### config.mk
export PLATFORM = sky130hd
export DESIGN_NAME = fill_sequencer_flat
export DESIGN_NICKNAME = d
export VERILOG_FILES = /design/src/rtl/fill_sequencer_if.sv /design/src/rtl/fill_sequencer.sv /design/src/flat_wrapper.sv
export SDC_FILE = /design/constraint.sdc
export NUM_CORES = 1
export LEC_CHECK = 0
export ABC_AREA = 1
export BUFFER_PORTS_ARGS = -buffer_cell sky130_fd_sc_hd__buf_2
export CELL_PAD_IN_SITES_DETAIL_PLACEMENT = 0
export CELL_PAD_IN_SITES_GLOBAL_PLACEMENT = 1
export CORE_MARGIN = 4
export CORE_UTILIZATION = 42
export CTS_BUF_LIST = sky130_fd_sc_hd__clkbuf_2
export CTS_CLUSTER_DIAMETER = 80
export CTS_CLUSTER_SIZE = 10
export DETAILED_ROUTE_END_ITERATION = 12
export PLACE_DENSITY = 0.81
export RECOVER_POWER = 50
export SLEW_MARGIN = 0
export SYNTH_ARGS = -nofsm -noshare
export SYNTH_HDL_FRONTEND = slang
export SYNTH_SLANG_ARGS = --single-unit
### constraint.sdc
create_clock -name clk_1khz -period 2.45 [get_ports clk_1khz]
set_clock_uncertainty 0.1 [all_clocks]
set_input_delay 0.245 -clock clk_1khz [delete_from_list [all_inputs] [get_ports clk_1khz]]
set_output_delay 0.245 -clock clk_1khz [all_outputs]
set_load 0.03 [all_outputs]
### src/rtl/fill_sequencer_if.sv
// Bundle of the fill_sequencer control inputs and status/actuator outputs.
// The sequencer uses the slave modport; the button/display side uses master.
interface fill_sequencer_if;
  logic       tick_1s;
  logic       pill_in;
  logic       start;
  logic       clear;
  logic       estop;
  logic       conveyor_fault;
  logic [9:0] target_pills;
  logic [6:0] target_bottles;
  logic [2:0] state;
  logic [9:0] now_pills;
  logic [6:0] now_bottles;
  logic       valve_open;
  logic       conveyor_run;
  logic [1:0] alarm;

  modport master (
    output tick_1s, pill_in, start, clear, estop, conveyor_fault,
           target_pills, target_bottles,
    input  state, now_pills, now_bottles, valve_open, conveyor_run, alarm
  );

  modport slave (
    input  tick_1s, pill_in, start, clear, estop, conveyor_fault,
           target_pills, target_bottles,
    output state, now_pills, now_bottles, valve_open, conveyor_run, alarm
  );
endinterface

### src/rtl/fill_sequencer.sv
// Pill-bottling sequencer: batch state machine, pill/bottle counters, changeover
// and starvation timers. Optional pill input filter: FILL_PILL_DEBOUNCE_EN.
module fill_sequencer #(
  parameter int unsigned SWITCH_SECS = 3,
  parameter int unsigned HOPPER_SECS = 5
) (
  input logic            clk_1khz,
  input logic            rst_n,
  fill_sequencer_if.slave bus
);

  typedef enum logic [2:0] {
    ST_SETTING   = 3'd0,
    ST_RUNNING   = 3'd1,
    ST_SWITCHING = 3'd2,
    ST_DONE      = 3'd3,
    ST_ERROR     = 3'd4,
    ST_FATAL     = 3'd5
  } state_t;

  localparam logic [3:0] SWITCH_LOAD = 4'(SWITCH_SECS);
  localparam logic [3:0] HOPPER_LOAD = 4'(HOPPER_SECS);

  state_t     state_reg, state_next;
  logic [9:0] pills_reg, pills_next;
  logic [6:0] bottles_reg, bottles_next;
  logic [3:0] hopper_reg, hopper_next;
  logic [3:0] switch_reg, switch_next;
  logic [9:0] tgt_pills_reg, tgt_pills_next;
  logic [6:0] tgt_bottles_reg, tgt_bottles_next;
  logic       from_switch_reg, from_switch_next;
  logic       valve_reg, conveyor_reg;
  logic [1:0] alarm_reg;

  logic       start_prev_reg, clear_prev_reg, pill_prev_reg;
  logic [1:0] pill_sync_reg;
  logic       pill_level;
  logic       start_edge, clear_edge, pill_edge;
  logic [9:0] pills_inc;
  logic [6:0] bottles_inc;

  always_ff @(posedge clk_1khz) begin
    if (!rst_n) begin
      pill_sync_reg <= 2'b00;
    end else begin
      pill_sync_reg <= {pill_sync_reg[0], bus.pill_in};
    end
  end

`ifdef FILL_PILL_DEBOUNCE_EN
  // Accept a new level only after it has differed from the filtered level
  // for four consecutive samples.
  logic [1:0] db_cnt_reg;
  logic       db_level_reg;

  always_ff @(posedge clk_1khz) begin
    if (!rst_n) begin
      db_cnt_reg   <= 2'd0;
      db_level_reg <= 1'b0;
    end else if (pill_sync_reg[1] == db_level_reg) begin
      db_cnt_reg <= 2'd0;
    end else if (db_cnt_reg == 2'd3) begin
      db_cnt_reg   <= 2'd0;
      db_level_reg <= pill_sync_reg[1];
    end else begin
      db_cnt_reg <= db_cnt_reg + 2'd1;
    end
  end

  assign pill_level = db_level_reg;
`else
  assign pill_level = pill_sync_reg[1];
`endif

  assign start_edge  = bus.start & ~start_prev_reg;
  assign clear_edge  = bus.clear & ~clear_prev_reg;
  assign pill_edge   = pill_level & ~pill_prev_reg;
  assign pills_inc   = pills_reg + 10'd1;
  assign bottles_inc = bottles_reg + 7'd1;

  always_ff @(posedge clk_1khz) begin
    if (!rst_n) begin
      state_reg       <= ST_SETTING;
      pills_reg       <= 10'd0;
      bottles_reg     <= 7'd0;
      hopper_reg      <= 4'd0;
      switch_reg      <= 4'd0;
      tgt_pills_reg   <= 10'd0;
      tgt_bottles_reg <= 7'd0;
      from_switch_reg <= 1'b0;
      valve_reg       <= 1'b0;
      conveyor_reg    <= 1'b0;
      alarm_reg       <= 2'd0;
      start_prev_reg  <= 1'b0;
      clear_prev_reg  <= 1'b0;
      pill_prev_reg   <= 1'b0;
    end else begin
      state_reg       <= state_next;
      pills_reg       <= pills_next;
      bottles_reg     <= bottles_next;
      hopper_reg      <= hopper_next;
      switch_reg      <= switch_next;
      tgt_pills_reg   <= tgt_pills_next;
      tgt_bottles_reg <= tgt_bottles_next;
      from_switch_reg <= from_switch_next;
      // Actuators follow the next state so they change together with state.
      valve_reg       <= (state_next == ST_RUNNING);
      conveyor_reg    <= (state_next == ST_SWITCHING);
      case (state_next)
        ST_DONE:  alarm_reg <= 2'd1;
        ST_ERROR: alarm_reg <= 2'd2;
        ST_FATAL: alarm_reg <= 2'd3;
        default:  alarm_reg <= 2'd0;
      endcase
      start_prev_reg  <= bus.start;
      clear_prev_reg  <= bus.clear;
      pill_prev_reg   <= pill_level;
    end
  end

  always_comb begin
    state_next       = state_reg;
    pills_next       = pills_reg;
    bottles_next     = bottles_reg;
    hopper_next      = hopper_reg;
    switch_next      = switch_reg;
    tgt_pills_next   = tgt_pills_reg;
    tgt_bottles_next = tgt_bottles_reg;
    from_switch_next = from_switch_reg;

    if (bus.estop) begin
      state_next = ST_FATAL;
    end else if (clear_edge) begin
      state_next   = ST_SETTING;
      pills_next   = 10'd0;
      bottles_next = 7'd0;
      hopper_next  = 4'd0;
      switch_next  = 4'd0;
    end else begin
      case (state_reg)
        ST_SETTING: begin
          if (start_edge && bus.target_pills != 10'd0 && bus.target_bottles != 7'd0) begin
            tgt_pills_next   = bus.target_pills;
            tgt_bottles_next = bus.target_bottles;
            hopper_next      = HOPPER_LOAD;
            state_next       = ST_RUNNING;
          end
        end
        ST_RUNNING: begin
          // A pill reload beats a same-cycle tick that would expire the timer.
          if (pill_edge) begin
            pills_next  = pills_inc;
            hopper_next = HOPPER_LOAD;
            if (pills_inc == tgt_pills_reg) begin
              bottles_next = bottles_inc;
              if (bottles_inc == tgt_bottles_reg) begin
                state_next = ST_DONE;
              end else begin
                switch_next = SWITCH_LOAD;
                state_next  = ST_SWITCHING;
              end
            end
          end else if (bus.tick_1s) begin
            hopper_next = hopper_reg - 4'd1;
            if (hopper_reg <= 4'd1) begin
              hopper_next      = 4'd0;
              from_switch_next = 1'b0;
              state_next       = ST_ERROR;
            end
          end
        end
        ST_SWITCHING: begin
          pills_next = 10'd0;
          if (bus.conveyor_fault) begin
            from_switch_next = 1'b1;
            state_next       = ST_ERROR;
          end else if (bus.tick_1s) begin
            switch_next = switch_reg - 4'd1;
            if (switch_reg <= 4'd1) begin
              switch_next = 4'd0;
              hopper_next = HOPPER_LOAD;
              state_next  = ST_RUNNING;
            end
          end
        end
        ST_ERROR: begin
          if (start_edge && !bus.conveyor_fault) begin
            if (from_switch_reg) begin
              switch_next = SWITCH_LOAD;
              state_next  = ST_SWITCHING;
            end else begin
              hopper_next = HOPPER_LOAD;
              state_next  = ST_RUNNING;
            end
          end
        end
        default: begin
          // DONE and FATAL wait for clear (FATAL also needs estop released).
        end
      endcase
    end
  end

  assign bus.state        = state_reg;
  assign bus.now_pills    = pills_reg;
  assign bus.now_bottles  = bottles_reg;
  assign bus.valve_open   = valve_reg;
  assign bus.conveyor_run = conveyor_reg;
  assign bus.alarm        = alarm_reg;

endmodule

### src/flat_wrapper.sv
// flat-port wrapper written by rule: the top's interface ports become plain ports
module fill_sequencer_flat 
#(
  parameter int unsigned SWITCH_SECS = 3,
  parameter int unsigned HOPPER_SECS = 5
)
  (clk_1khz, rst_n, bus_tick_1s, bus_pill_in, bus_start, bus_clear, bus_estop, bus_conveyor_fault, bus_target_pills, bus_target_bottles, bus_state, bus_now_pills, bus_now_bottles, bus_valve_open, bus_conveyor_run, bus_alarm);
  fill_sequencer_if bus_i ();
  input logic clk_1khz;
  input logic rst_n;
  input wire logic [$bits(bus_i.tick_1s)-1:0] bus_tick_1s;
  input wire logic [$bits(bus_i.pill_in)-1:0] bus_pill_in;
  input wire logic [$bits(bus_i.start)-1:0] bus_start;
  input wire logic [$bits(bus_i.clear)-1:0] bus_clear;
  input wire logic [$bits(bus_i.estop)-1:0] bus_estop;
  input wire logic [$bits(bus_i.conveyor_fault)-1:0] bus_conveyor_fault;
  input wire logic [$bits(bus_i.target_pills)-1:0] bus_target_pills;
  input wire logic [$bits(bus_i.target_bottles)-1:0] bus_target_bottles;
  output wire logic [$bits(bus_i.state)-1:0] bus_state;
  output wire logic [$bits(bus_i.now_pills)-1:0] bus_now_pills;
  output wire logic [$bits(bus_i.now_bottles)-1:0] bus_now_bottles;
  output wire logic [$bits(bus_i.valve_open)-1:0] bus_valve_open;
  output wire logic [$bits(bus_i.conveyor_run)-1:0] bus_conveyor_run;
  output wire logic [$bits(bus_i.alarm)-1:0] bus_alarm;
  assign bus_i.tick_1s = bus_tick_1s;
  assign bus_i.pill_in = bus_pill_in;
  assign bus_i.start = bus_start;
  assign bus_i.clear = bus_clear;
  assign bus_i.estop = bus_estop;
  assign bus_i.conveyor_fault = bus_conveyor_fault;
  assign bus_i.target_pills = bus_target_pills;
  assign bus_i.target_bottles = bus_target_bottles;
  assign bus_state = bus_i.state;
  assign bus_now_pills = bus_i.now_pills;
  assign bus_now_bottles = bus_i.now_bottles;
  assign bus_valve_open = bus_i.valve_open;
  assign bus_conveyor_run = bus_i.conveyor_run;
  assign bus_alarm = bus_i.alarm;
  fill_sequencer #(.SWITCH_SECS(SWITCH_SECS), .HOPPER_SECS(HOPPER_SECS)) u_core (.clk_1khz(clk_1khz), .rst_n(rst_n), .bus(bus_i));
endmodule
Word-level counts from Yosys, hierarchy flattened

Cells that the tools add are included.

Register bits after elaboration: 55
Input bits: 25
Output and inout port bits: 24
Word-level logic and storage cells: 122

$add $sub $neg: 4
$lt $le $gt $ge: 2
Equal/unequal tests: 25
Multiplexer cells: 48
Bitwise operators: 8
Reduce and logical (&&, ||, !) cells: 20

Operator list:

| kind                  | count |
|---|---|
| $mux 4                | 19 |
| $mux 3                | 11 |
| $mux 7                | 4 |
| $mux 10               | 2 |
| $pmux 10 s2           | 1 |
| $ne 3x1->1 const B    | 6 |
| $reduce_and 9->1      | 2 |
| $pmux 4 s4            | 1 |
| $pmux 3 s4            | 1 |
| $pmux 4 s3            | 1 |
| $add 10x1->10 const B | 1 |
| $eq 10x10->1          | 1 |
| $reduce_bool 10->1    | 1 |
| $eq 3x2->1 const B    | 3 |
| $eq 3x3->1 const B    | 3 |
| $ne 3x2->1 const B    | 3 |
| $le 4x1->1 const B    | 2 |
| $reduce_and 4->1      | 2 |
| $reduce_bool 2->1     | 4 |
| $sub 4x1->4 const B   | 2 |
| $add 7x1->7 const B   | 1 |
| $eq 7x7->1            | 1 |
| $reduce_and 7->1      | 1 |
| $reduce_bool 7->1     | 1 |
| other kinds (18)      | 33 |

Longest topological paths before layout

Gate-level depths: netlist (run 1).

Depth in word-level cells: 10
Depth in mapped cells: 18
Gate-level depth less buffers: 18

Worst setup path before layout (run 1)

No wires, ideal clock.

Kind: reg2reg
Start point: register u_core.pills_reg[1] (netlist: u_core.bus.now_pills[1])
End point: register u_core.bottles_reg[4] (netlist: u_core.bus.now_bottles[4])
Setup time: 138 ps
Data arrival time: 2,116 ps
Required time: 2,212 ps
Slack: 95 ps
Stages on the path, launching flop included: 14
Buffers on the path: 1
Clock period less this slack: 2,355 ps
Cells stage by stage: dfxtp_1 -> ha_1 -> nand2_4 -> nor2_4 -> nand3_1 -> nand3_1 -> nand2_2 -> nor3_4 -> nand2_2 -> nand2_1 -> nand2_2 -> buf_6 -> a31oi_1 -> a211oi_2

Cells in the longest elaborated chain, start to end: 4

Ends and longest elaborated chain:

| what                               | RTL line              | text |
|---|---|---|
| from (decl)                        | fill_sequencer.sv:25  | `logic [9:0] pills_reg, pills_next;` |
| from (signal assigned)             | fill_sequencer.sv:99  | `pills_reg <= pills_next;` |
| $add 10x1->10                      | fill_sequencer.sv:78  | `assign pills_inc = pills_reg + 10'd1;` |
| $eq 10x10->1                       | fill_sequencer.sv:154 | `if (pills_inc == tgt_pills_reg) begin` |
| $reduce_bool 2->1 (no source line) | --                    |  |
| $reduce_and 4->1 (no source line)  | --                    |  |
| to (signal assigned)               | fill_sequencer.sv:100 | `bottles_reg <= bottles_next;` |
| to (decl)                          | fill_sequencer.sv:26  | `logic [6:0] bottles_reg, bottles_next;` |

No other way between the ends.
A chain may end at the register's enable or synchronous reset.

Worst setup path in the final report (run 1)

Start point: register u_core.pills_reg[0] (netlist: u_core.bus.now_pills[0])
End point: register u_core.bottles_reg[0] (netlist: u_core.bus.now_bottles[0])

Same word-level chain as after synthesis.

==> key figures, run 1 <==
Finish
  – Share of cells above drive strength 1: 18.39%
  – Fin util: 52.54%
  – Register area: 1114 um2
  – Footprint of the multi-input gates: 1913 um2
  – Non-filler cells, final: 673
  – N_diodes: 0
  – Area growth syn-to-layout: 21.95%
  – Fill cells: 783
  – Fin nets: 601

Yosys
  – Synth warn: 0
  – Share of the synthesized area in the top cell type: 33.07%
  – Sequential fraction of the synthesis area: 33.07%
  – Leading area contributor after synthesis: dfxtp_1
  – Synth Flop Type: dfxtp_1
  – Synthesized area: 3329 um2
  – Post-Synthesis Cells: 493
  – Synthesized Nets: 524
  – Avg Cell Area, Syn: 6.753 um2
  – Area contributors post-synth: dfxtp_1 (33%), nand2_1 (11%), inv_1 (8.5%), nand3_1 (6.9%), a21oi_1 (6.3%)
  – Post-synth top cells: nand2_1 (99), inv_1 (75), dfxtp_1 (55)
  – Count leader, synth: nand2_1
  – Post-synth EDFFs: 0
  – Synth Register Bits: 55
  – Netlist cell types: 41
  – Post-synth ARST share: 0%

Setup path
  – Critical Path Source Type: flip-flop
  – Req. time, crit path: 2.74 ns
  – Crit-path most repeated cell: nand2_1
  – Arrival @ worst endpoint: 2.64 ns
  – Crit end category: flip-flop
  – R2r startpoint: u_core.bus.now_pills[0]
  – Slowest cell on the critical path: dfxtp_4
  – Reg2reg setup slack: 0.1 ns
  – Crit path from: u_core.bus.now_pills[0]
  – Type of the worst setup path: reg -> reg
  – Crit-path cells: ha_1 -> inv_1 -> nand2_1 -> nand2_1 -> nor2_2 -> nand3_2 -> nor2_4 -> nand3_2 -> nor2_4 -> nand2_2 -> nand2_1 -> nand2_4 -> inv_1 -> o21ai_0 -> o211a_1
  – Worst Path Max Fanout: 12
  – CP max stage delay: 0.43 ns

Power
  – Internal power: 1294 uW
  – Pwr/cell area: 478.6 nW/um2
  – Peak supply drop: 0.0002633 V
  – Sw Share: 33.38%
  – Sequential share of power: 50.4%
  – Leakage power: 0.001825 uW
  – Clock group share of total power: 24.7%
  – Switching power total: 648.7 uW
  – Comb power frac: 24.9%

Floorplan
  – Horiz. Die Dim: 97.04 um
  – Row cnt: 32
  – Core Region: 7727 um2
  – Die Y: 97.04 um
  – I/O pin count: 49
  – Initial Utilization: 43.09%
  – Die footprint: 9416 um2

Place
  – Final HPWL DP: 6814 um
  – # port buffers: 48
  – Placed insts: 643
  – Routability-driven placement congestion ratio: 0.8667
  – Worst slack, placed: 0.07930 ns

CTS
  – Htree depth: 2
  – Worst skew pair latency: 0.47 ns
  – Clock tree buffer depth: 2
  – Clock root cell: clkbuf_2
  – Clock transition at path regs: 0.31 ns
  – Inserted Clock Buffers: 5
  – CTS tree: done
  – CTS sink cnt: 55

Global route
  – Grt ovf: 0
  – Largest net degree at the start of global routing: 35
  – GRT Total Usage: 20.05%
  – Antenna violations before repair: 0
  – First-pass GRT wire length: 15,860 um
  – Vias in the first global route: 3,351

STA
  – Period utilisation layout: 96.00%
  – Final Setup Violations: 0
  – Setup TNS: 0 ns
  – Final Hold Vio Count: 0
  – Max_slew headroom: 54.92%
  – Final slew viol count: 0
  – Worst slew pin tran: 0.6591 ns
  – FMAX: 425.2 MHz
  – Post-layout min period: 2.352 ns
  – Worst Slack Setup Final: 0.09803 ns

Job
  – Max-cap violation count: 0

Hold path
  – Min-delay worst type: in -> reg
  – Min-delay src: rst_n

Outcome
  – Outcome: completed

Routing
  – DRC marker count from the first detailed-route iteration: 149
  – Vias/cell: 5.146
  – DRC viols: 0
  – Via Count: 3,463
  – WL/cell: 14.04 um
  – TritonRoute pass-1 iters: 4
  – DRT antenna net count: 0
  – DRT Wirelength: 9451 um
## final timing paths
| path | to | cells after the start |
|---|---|---|
| hold reg to reg | u_core.pill_sync_reg[1] | 2 |
| setup reg to reg | u_core.bus.now_bottles[0] | 15 |
| hold / removal | u_core.tgt_pills_reg[2] | 4 |
| setup / recovery | u_core.bus.now_bottles[0] | 15 |
## worst max-delay path: cells and delay by family, from the launching register on
family                     cells  cell delay, ns
and+or+nand+nor               10            1.05
AOI/OAI and AO/OA              2            0.20
buffers and inverters          2            0.17
adders and majority gates      1            0.33
DFF                            1            0.43
## layout make-up
type | instances | share of cell area [%]
multi-input cells | 349 | 47.12
flip-flops and latches | 55 | 27.43
repair buffers | 82 | 13.53
inverters | 77 | 7.119
well taps | 102 | 3.143
clock inverters | 3 | 1.048
clock buffers | 5 | 0.6163
## cells in the final DEF, fill, tap and decap left out, drive strengths merged, types with 4 or more instances in the layout
master / instances
ha: 6
dlygate4sd3: 21
nor4: 6
dfxtp: 55
buf: 51
xnor2: 4
clkbuf: 15
a21oi: 42
nand4: 5
inv: 77
a31oi: 6
nand3: 51
nand2: 111
nor3: 7
a211oi: 8
o21ai: 35
nor2: 51
## logic make-up after synthesis
| kind of cell | after synthesis | synth area share (%) |
|---|---|---|
| compound gates | 103 | 18.45 |
| xor+xnor | 7 | 2.255 |
| fa+ha+maj | 6 | 2.255 |
| buf+inv | 89 | 10.26 |
| flops | 55 | 33.07 |
| simple gates | 233 | 33.71 |
## through the flow
step / hold WS [ns] / instance area [um2] / total power [uW]
after floorplan: 0.2385 / 3329 / 1297
after global placement: 0.2960 / 3747 / 1432
after detailed placement: 0.3056 / 3747 / 1435
after CTS: 0.1074 / 4025 / 1951
after global routing: 0.1177 / 4060 / 2053
final: 0.1468 / 4060 / 1943
## layer usage
metal,vias to the layer above,wire length (um),track usage (%)
li1,1772,-,-
met1,1575,4355,26.04
met2,102,4541,33.76
met3,14,404,2.956
met4,0,149,7.127
met5,-,0,0
## timing repair
item | in CTS | in global routing
setup endpoints to repair | 0 | 16
endpoints found under the hold margin | 22 | 0
resized for setup | 0 | 17
hold buffers | 21 | 0
buffers inserted | 0 | 1
## power by group through the flow
| stage | sequential [uW] | combinational, uW | clock [uW] |
|---|---|---|---|
| 2_1_floorplan | 1020 | 278 | 0 |
| 3_3_place_gp | 992 | 440 | 0 |
| 3_5_place_dp | 993 | 442 | 0 |
| 4_1_cts | 978 | 471 | 502 |
| 5_1_grt | 985 | 542 | 526 |
| 6_report | 979 | 484 | 480 |
Power figures use the tool's default switching activity.
==> inputs of run 2 (changes only) <==
==> constraint.sdc (replaced) <==
create_clock -name clk_1khz -period 2.45 [get_ports clk_1khz]
set_clock_uncertainty 0.1 [all_clocks]
set_input_delay 0.49 -clock clk_1khz [delete_from_list [all_inputs] [get_ports clk_1khz]]
set_output_delay 0.49 -clock clk_1khz [all_outputs]
set_load 0.03 [all_outputs]
==> run 2 against run 1 <==
Non-clock buffer count is 22 lower. Combinational power is 9.5% lower. Setup slack better by 0.069 ns. Worst hold slack worse by 0.046 ns. Critical endpoint is now u_core.switch_reg[0]. Highest routed layer unchanged.
==> key figures, run 2 (synthesized netlist as in run 1, its figures left out) <==
Outcome
  – Outcome: completed (unchanged)

Power
  – Internal power: 1258 uW (was 1294 uW)
  – Peak supply drop: 0.0002744 V (was 0.0002633 V)
  – Sequential share of power: 52.2% (was 50.4%)
  – Comb power frac: 23.4% (was 24.9%)
  – Clock group share of total power: 24.4% (was 24.7%)
  – Switching power total: 611.4 uW (was 648.7 uW)
  – Sw Share: 32.71% (was 33.38%)
  – Leakage power: 0.001678 uW (was 0.001825 uW)
  – Pwr/cell area: 493.6 nW/um2 (was 478.6 nW/um2)

Finish
  – Fin nets: 579 (was 601)
  – Most frequent cells in the layout: nand2_1 (99), inv_1 (74), dfxtp_1 (51) (was nand2_1 (99), inv_1 (75), dfxtp_1 (47))
  – Area growth syn-to-layout: 13.72% (was 21.95%)
  – Commonest non-fill, non-tap cell in the layout: nand2_1 (unchanged)
  – Share of cells above drive strength 1: 16.21% (was 18.39%)
  – N_diodes: 0 (unchanged)

Routing
  – DRT Wirelength: 8590 um (was 9451 um)
  – Vias/cell: 5.081 (was 5.146)
  – DRC marker count from the first detailed-route iteration: 156 (was 149)
  – WL/cell: 13.20 um (was 14.04 um)
  – DRT antenna net count: 0 (unchanged)
  – DRC viols: 0 (unchanged)
  – TritonRoute pass-1 iters: 5 (was 4)
  – Via Count: 3,308 (was 3,463)

CTS
  – CTS sink cnt: 55 (unchanged)
  – Clock root cell: clkbuf_2 (unchanged)
  – Clock transition at path regs: 0.26 ns (was 0.31 ns)
  – Hold_buf cts: 0 (was 21)
  – Clock tree buffer depth: 2 (unchanged)
  – Post-CTS resize count: 0 (unchanged)
  – Inserted Clock Buffers: 5 (unchanged)
  – Postcts setup bufs: 0 (unchanged)
  – CTS tree: done (unchanged)
  – Htree depth: 2 (unchanged)
  – Worst skew pair latency: 0.45 ns (was 0.47 ns)

Floorplan
  – Die footprint: 9416 um2 (unchanged)
  – Horiz. Die Dim: 97.04 um (unchanged)
  – Initial Utilization: 43.09% (unchanged)
  – Die Y: 97.04 um (unchanged)
  – I/O pin count: 49 (unchanged)
  – Row cnt: 32 (unchanged)
  – Core Region: 7727 um2 (unchanged)

Setup path
  – Req. time, crit path: 2.72 ns (was 2.74 ns)
  – Critical Path Source Type: flip-flop (unchanged)
  – Type of the worst setup path: reg -> reg (unchanged)
  – Worst Path Max Fanout: 6 (was 12)
  – Crit end category: flip-flop (unchanged)
  – Arrival @ worst endpoint: 2.55 ns (was 2.64 ns)

STA
  – RSZ-0062 raised after global routing: no
  – Worst slew pin tran: 0.6075 ns (was 0.6591 ns)
  – Post-layout min period: 2.283 ns (was 2.352 ns)
  – Worst Slack Setup Final: 0.1672 ns (was 0.09803 ns)
  – Final Setup Violations: 0 (unchanged)
  – Final slew viol count: 0 (unchanged)
  – Period utilisation layout: 93.18% (was 96.00%)
  – Final Hold Vio Count: 0 (unchanged)
  – Setup TNS: 0 ns (unchanged)
  – FMAX: 438.1 MHz (was 425.2 MHz)
  – Max_slew headroom: 59.50% (was 54.92%)

Global route
  – Vias in the first global route: 3,090 (was 3,351)
  – Largest net degree at the start of global routing: 35 (unchanged)
  – Grt ovf: 0 (unchanged)
  – Antenna violations before repair: 0 (unchanged)
  – GRT Total Usage: 18.41% (was 20.05%)
  – First-pass GRT wire length: 14,630 um (was 15,860 um)

Hold path
  – Min-delay worst type: in -> reg (unchanged)

Job
  – Max-cap violation count: 0 (unchanged)

Place
  – Worst slack, placed: 0.1016 ns (was 0.07930 ns)
  – # port buffers: 48 (unchanged)
  – Routability-driven placement congestion ratio: 0.8592 (was 0.8667)
  – Final HPWL DP: 6696 um (was 6814 um)
-- run 2: cell count changes in the layout (fill, tap and decap cells not counted), sizes merged --
| cell | before | now |
|---|---|---|
| buf | 51 | 40 |
| clkbuf | 15 | 25 |
| clkinv | 2 | 3 |
| dlygate4sd3 | 21 | 0 |
| inv | 77 | 76 |
-- run 2: path summary, 6_finish.rpt --
| kind | startpoint | slack [ns] | cells after the start | endpoint |
|---|---|---|---|---|
| hold reg to reg | u_core.pill_sync_reg[0] | 0.34 | 2 | u_core.pill_sync_reg[1] |
| setup reg to reg | u_core.bus.now_pills[0] | 0.17 | 14 | u_core.switch_reg[0] |
| hold / removal | bus_pill_in | 0.10 | 3 | u_core.pill_sync_reg[0] |
| setup / recovery | u_core.bus.now_pills[0] | 0.17 | 14 | u_core.switch_reg[0] |
-- run 2: per-layer routing --
metal / track usage [%] / part of all wire [%] / vias up
li1: - / - / 1730
met1: 24.84 / 48 / 1502
met2: 31.05 / 47 / 71
met3: 2.812 / 4.0 / 5
met4: 3.996 / 0.86 / 0
met5: 0 / 0 / -
-- run 2: power groups by stage --
stage	logic (uW)	registers, uW	clock network [uW]
after floorplan	278	1020	0
after global placement	438	991	0
after CTS	442	975	481
after global routing	498	983	510
after detailed placement	440	991	0
final	438	975	456
-- run 2: cell type report --
type,count,area (um2)
Clock inverter,3,38.79
Tap cell,102,127.6
Clock buffer,5,25.02
Sequential cell,55,1109
Inverter,77,289.0
Multi-Input combinational cell,349,1893
Fill cell,806,3941
Timing Repair Buffer,60,304.0
-- run 2: worst max-delay path, cell delays in order (launching register included) --
cell,delay [ns]
dfxtp_4,0.42
ha_1,0.32
inv_1,0.05
nand2_1,0.05
nand2_1,0.05
nor2_1,0.15
nand3_1,0.13
nor2_4,0.12
nand3_2,0.08
nor2_2,0.12
nand2_2,0.10
nand3_1,0.15
nand3_2,0.14
o21ai_0,0.17
a21oi_1,0.05
-- run 2: stage by stage --
step | cells | power (uW) | instance area (um2) | hold WS (ns) | utilization [%]
after global routing | 651 | 1990 | 3786 | 0.06804 | 49.00
after floorplan | 493 | 1297 | 3329 | 0.2905 | -
final | 651 | 1869 | 3786 | 0.1006 | 49.00
after CTS | 651 | 1898 | 3811 | 0.05835 | 49.32
after global placement | 643 | 1428 | 3747 | 0.2959 | 48.49
after detailed placement | 643 | 1431 | 3747 | 0.3026 | 48.49
